## config.mk

```make
export PLATFORM = sky130hd
export DESIGN_NAME = mult_control
export DESIGN_NICKNAME = d
export VERILOG_FILES = /design/src/rtl/mult_pkg.sv /design/src/rtl/mult_iter_counter.sv /design/src/rtl/mult_control.sv
export SDC_FILE = /design/constraint.sdc
export NUM_CORES = 1
export LEC_CHECK = 0
export BUFFER_PORTS_ARGS = -buffer_cell sky130_fd_sc_hd__buf_2
export CAP_MARGIN = 5
export CORE_AREA = 2 2 39 41
export DETAILED_ROUTE_END_ITERATION = 16
export DIE_AREA = 0 0 41 43
export PLACE_DENSITY_LB_ADDON = 0.2
export SYNTH_ARGS = -nofsm -noshare
export SYNTH_HDL_FRONTEND = slang
export SYNTH_SLANG_ARGS = --single-unit
```

## constraint.sdc

```tcl
create_clock -name Clk -period 1.5 [get_ports Clk]
set_input_delay 0.15 -clock Clk [delete_from_list [all_inputs] [get_ports Clk]]
set_output_delay 0.15 -clock Clk [all_outputs]
set_load 0.03 [all_outputs]
```

## src/rtl/mult_pkg.sv

```systemverilog
// Shared definitions for the shift-and-add multiplier: controller state encoding
// and the default operand width used by both controller and datapath.
package mult_pkg;

  localparam int MULT_WIDTH = 8;

  typedef enum logic [2:0] {
    IDLE,
    LOAD,
    TEST,
    ADD,
    SHIFT,
    DONE
  } mult_state_t;

endpackage

```

## src/rtl/mult_iter_counter.sv

```systemverilog
// Iteration counter for the multiplier controller: cleared at operand load,
// advanced once per shift, flags the final iteration before it is counted.
module mult_iter_counter #(
  parameter int WIDTH = 8,
  parameter int CNT_W = $clog2(WIDTH)
) (
  input  logic             Clk,
  input  logic             Reset,
  input  logic             clear,
  input  logic             inc,
  output logic [CNT_W-1:0] Count,
  output logic             last
);

  localparam logic [CNT_W-1:0] LAST_VAL = CNT_W'(WIDTH - 1);

  logic [CNT_W-1:0] count_q;
  logic [CNT_W-1:0] count_d;

  always_comb begin
    count_d = count_q;
    if (clear) begin
      count_d = '0;
    end else if (inc) begin
      count_d = count_q + CNT_W'(1);
    end
  end

  always_ff @(posedge Clk) begin
    if (Reset) begin
      count_q <= '0;
    end else begin
      count_q <= count_d;
    end
  end

  assign Count = count_q;
  assign last  = (count_q == LAST_VAL);

endmodule

```

## src/rtl/mult_control.sv

```systemverilog
// Sequencing FSM for the shift-and-add multiplier: loads operands, runs WIDTH
// test/add/shift iterations, then pulses Done. All outputs are Moore outputs.
module mult_control
  import mult_pkg::*;
#(
  parameter int WIDTH = MULT_WIDTH,
  parameter int CNT_W = $clog2(WIDTH)
) (
  input  logic             Clk,
  input  logic             Reset,
  input  logic             Start,
  input  logic             Q0,
  output logic             Load,
  output logic             Add,
  output logic             Shift,
  output logic             Done,
  output logic             Busy,
  output logic [CNT_W-1:0] Count
);

  mult_state_t state_q;
  mult_state_t state_d;
  logic        last;

  mult_iter_counter #(
    .WIDTH(WIDTH),
    .CNT_W(CNT_W)
  ) u_iter_counter (
    .Clk  (Clk),
    .Reset(Reset),
    .clear(Load),
    .inc  (Shift),
    .Count(Count),
    .last (last)
  );

  always_ff @(posedge Clk) begin
    if (Reset) begin
      state_q <= IDLE;
    end else begin
      state_q <= state_d;
    end
  end

  // Start is only looked at in IDLE, so requests during Busy (including DONE) drop.
  always_comb begin
    state_d = state_q;
    Load    = 1'b0;
    Add     = 1'b0;
    Shift   = 1'b0;
    Done    = 1'b0;
    Busy    = 1'b1;
    unique case (state_q)
      IDLE: begin
        Busy = 1'b0;
        if (Start) state_d = LOAD;
      end
      LOAD: begin
        Load    = 1'b1;
        state_d = TEST;
      end
      TEST: begin
        state_d = Q0 ? ADD : SHIFT;
      end
      ADD: begin
        Add     = 1'b1;
        state_d = SHIFT;
      end
      SHIFT: begin
        Shift   = 1'b1;
        state_d = last ? DONE : TEST;
      end
      DONE: begin
        Done    = 1'b1;
        state_d = IDLE;
      end
      default: begin
        Busy    = 1'b0;
        state_d = IDLE;
      end
    endcase
  end

endmodule

```

# Yosys cells after proc, flatten, opt, wreduce, memory -nomap -nowiden
# Index checks and enable logic that the tools add are counted.
# word_totals
ff_bits	6
input_bits	4
out_inout_bits	8
word_cells	22
# classes
add_sub_neg	1
eq_ne	7
muxes	9
reduce_logical	3
# op_table
operator	n
$pmux 3 s5	1
$eq 3x3->1 const B	3
$mux 3	3
$eq 3x2->1 const B	2
$mux 1	5
$reduce_or 5->1	1
$add 3x1->3 const B	1
$eq 3x1->1 const B	1
$logic_not 3->1	1
$ne 2x2->1 const B	1
$reduce_or 2->1	1

# Depth between registers and ports, before layout
# logic_depth
word_depth	3
ltp_mapped	5
ltp_nobuf	5

# Cells and area by module
# Synthesis repeated with hierarchy kept, for this count alone.
# hier_totals
cells_unflattened	38
hier_area_um2	355.3
# modules_own_cells
module	n_inst	cells_each	area_each_um2
mult_control	1	27	221.5
mult_iter_counter	1	11	133.9

# Least setup slack after synthesis
# No wires, ideal clock.
# synth_path
path_type	register to output
from	reg state_q[2]
to	out Done
t_arrival_ns	1.263
required_time_ns	1.350
setup_slack_ns	0.087
stages_incl_launch_ff	3
path_buffers	0
cell_sequence	dfxtp_1 inv_1 nor3b_1
# synth_between
elab_chain_len	2
# synth_rtl
element	line_no	rtl
start, declared	mult_control.sv:21	mult_state_t state_q;
start signal, assigned	mult_control.sv:41	state_q <= state_d;
$eq 3x3->1	mult_control.sv:53	unique case (state_q)
$mux 1	mult_control.sv:53	
end, declared	mult_control.sv:16	output logic Done,
# No other way between the ends.

# Final worst setup path
# Same ends and word-level chain as after synthesis.

==> flow_metrics.env <==
export IMPL_outcome="finished clean"
export IMPL_clock_sinks=6
export IMPL_top_usage_layer="met4"
export IMPL_clk_latency_ns=0.25
export IMPL_final_cell_area_um2=449
export IMPL_worstPathArrival_ns=1.24
export IMPL_syn_area_per_cell_um2=9.50
export IMPL_path_cells="inv_1 > nor3b_1 > buf_2"
export IMPL_fmax_mhz=718
export IMPL_reg2reg_depth=3
export IMPL_synth_top_area_share_pct=34.2
export IMPL_fin_nets=59
export IMPL_detail_route_wl_per_cell_um=10.2
export IMPL_min_period_ns=1.39
export IMPL_p_leak_nw=0.202
export IMPL_syn_to_final_growth_pct=27.8
export IMPL_use_met1_pct=11.5
export IMPL_critPathBufInv=2
export IMPL_row_count=14
export IMPL_grt_pass1_wl_mm=1.05
export IMPL_die_area_um2=1760
export IMPL_power_total_w=0.000426
export IMPL_fin_crit_sh_pct=92.8
export IMPL_cpLargestDelayFamily="flip-flops"
export IMPL_place_area_um2=418
export IMPL_multi_input_area_um2=211
export IMPL_core_area_um2=1380
export IMPL_ys_ff_latch=6
export IMPL_slew_violations=0
export IMPL_antenna_found_initial=0
export IMPL_power_density_nw_per_um2=948
export IMPL_synth_seq_area_share_pct=34.2
export IMPL_fin_skew_ns=0.00600
export IMPL_final_setup_viol_count=0
export IMPL_crit_path_end_kind="output port"
export IMPL_wl_um=686
export IMPL_use_met3_pct=3.14
export IMPL_grt_usage_pct=9.63
export IMPL_overflow=0
export IMPL_nFillCells=164
export IMPL_drv_cap=0
export IMPL_clockBufferDepth=2
export IMPL_io_buffers=11
export IMPL_antenna_left=0
export IMPL_numCtsBuffers=3
export IMPL_grt_pass1_vias=255
export IMPL_cp_slowest_stage_delay_ns=0.44
export IMPL_drc_errors=0
export IMPL_hpwl_um=524
export IMPL_dr_pass1_iters=4
export IMPL_grt_max_degree=13
export IMPL_htree_levels=1
export IMPL_drt_iter0_markers=6
export IMPL_die_h_um=43
export IMPL_relSlewSlack_pct=72.4
export IMPL_diodes=0
export IMPL_register_area_um2=121
export IMPL_cts_tree="built"
export IMPL_rsz0062_at_grt="no"
export IMPL_die_width_um=41
export IMPL_peakVddDrop_mv=0.329
export IMPL_drive_above_1_share_pct=39.2
export IMPL_crit_slowest_cell="dfxtp_1"
export IMPL_clock_root_buffer="clkbuf_4"
export IMPL_worstHoldPathType="in -> reg"
export IMPL_synthTopCellsByArea="dfxtp_1 (34%), ha_1 (7.1%), mux2i_1 (5.7%)"
export IMPL_r2r_start="state_q[1]$_SDFFE_PP0P_"
export IMPL_via_count=302
export IMPL_critical_path_startpoint_type="flip-flop"
export IMPL_critPathMaxFanout=8
export IMPL_syn_nets=43
export IMPL_fin_ws_ns=0.107
export IMPL_finish_utilization_pct=32.5
export IMPL_clk_pin_slew_worst_paths_ns=0.05
export IMPL_dp_slack_ns=0.233
export IMPL_vias_per_cell=4.51
export IMPL_path_class="reg -> out"
export IMPL_syn_area_um2=352
export IMPL_worstHoldEndpoint="u_iter_counter.Count[2]$_SDFFE_PP0N_"
export IMPL_worstMarginPinSlew_ns=0.414
export IMPL_finalHoldViolations=0
export IMPL_ys_types=22
export IMPL_ys_warn_count=0
export IMPL_r2r_slack_ns=0.25
export IMPL_synth_cells=37
export IMPL_initial_core_util_pct=25.4
export IMPL_reg2reg_to="state_q[0]$_SDFFE_PP0P_"
export IMPL_yosysTopAreaCell="dfxtp_1"
export IMPL_min_delay_start="Reset"
export IMPL_place_gp_congestion=0.682
export IMPL_setup_tns_ns=0
export IMPL_grt_use_met2_pct=11.3
export IMPL_holdPathStages=2
export IMPL_worstPathRequired_ns=1.35
export IMPL_io_pins=12
## cell type report
cell class                      instances  share of cell area [%]
Clock buffer                            3                    5.01
Timing Repair Buffer                   13                    15.6
Multi-Input combinational cell         28                    47.1
Tap cell                               16                    4.46
Inverter                                1                   0.836
Sequential cell                         6                    27.0
## worst max path at each step
stage	startpoint	endpoint	slack, ns	cells past startpoint
global placement	state_q[1]$_SDFFE_PP0P_	state_q[0]$_SDFFE_PP0P_	0.21	3
global route	state_q[1]$_SDFFE_PP0P_	Busy	0.02	3
finish	state_q[2]$_SDFFE_PP0P_	Done	0.11	3
floorplan	state_q[2]$_SDFFE_PP0P_	Done	0.09	2
detailed placement	state_q[1]$_SDFFE_PP0P_	state_q[0]$_SDFFE_PP0P_	0.23	3
CTS	state_q[0]$_SDFFE_PP0P_	Load	0.007	2
## synthesized netlist by cell type, drive strengths merged
cell type,number
a21oi,3
and3,1
xnor2,1
nor2b,1
inv,1
o21ai,1
dfxtp,6
a32oi,1
a31oi,1
nor3b,3
nand2b,3
or4,1
ha,2
mux2i,2
nand3b,1
buf,2
nor3,5
nor2,2
## repair_timing
| action | in CTS | in global routing |
|---|---|---|
| resized for setup | 0 | 1 |
| buffers inserted | 1 | 0 |
| endpoints found under the hold margin | 0 | 0 |
| endpoints found under the setup margin | 1 | 1 |
| hold buffers | 0 | 0 |
## flip-flops by register name, indices dropped and copies added (netlist names)
name and flops:
state_q 3, u_iter_counter.Count 3
## worst register-to-register path: cells and delay by family, from the launching register on
kind / cells / cell delay (ns)
AND/OR/NAND/NOR: 3 / 0.73
flip-flops: 1 / 0.42
## cell usage in the layout (no fill, tap or decap), types with 2 or more instances in the layout
master     n
buf_2     11
dfxtp_1    5
nor3_1     4
a21oi_1    3
nand2b_1   3
clkbuf_4   3
mux2i_1    2
nor2_1     2
ha_1       2
buf_4      2
## kinds of logic (layout without fill, tap and decap cells)
family	after synthesis	after routing	synth area share [%]
buffers and inverters	3	17	5.69
XOR/XNOR	1	1	2.49
adder cells (fa/ha/maj)	2	2	7.12
multiplexers	2	2	5.69
AND/OR/NAND/NOR	17	17	34.9
flip-flops	6	6	34.2
AO/OA/AOI/OAI	6	6	9.96
## through the flow
| stage | std cells | hold slack [ns] |
|---|---|---|
| 6_report | 67 | 0.120 |
| 3_3_place_gp | 63 | 0.376 |
| 3_5_place_dp | 63 | 0.375 |
| 2_1_floorplan | 37 | 0.220 |
| 4_1_cts | 67 | 0.107 |
| 5_1_grt | 67 | 0.122 |
## report_power, final
group / leakage (nW) / internal (W) / total [W] / switching (W)
registers: 0.0490 / 0.000168 / 0.000187 / 0.0000192
clock network: 0.0138 / 0.0000906 / 0.000151 / 0.0000604
logic: 0.140 / 0.0000367 / 0.0000875 / 0.0000509
## metal layers
metal | vias to the layer above | share of wire (%)
li1 | 161 | -
met1 | 128 | 49
met2 | 11 | 40
met3 | 2 | 9.0
met4 | 0 | 1.7
met5 | - | 0
Note: power is estimated with default switching activity, not from simulation.
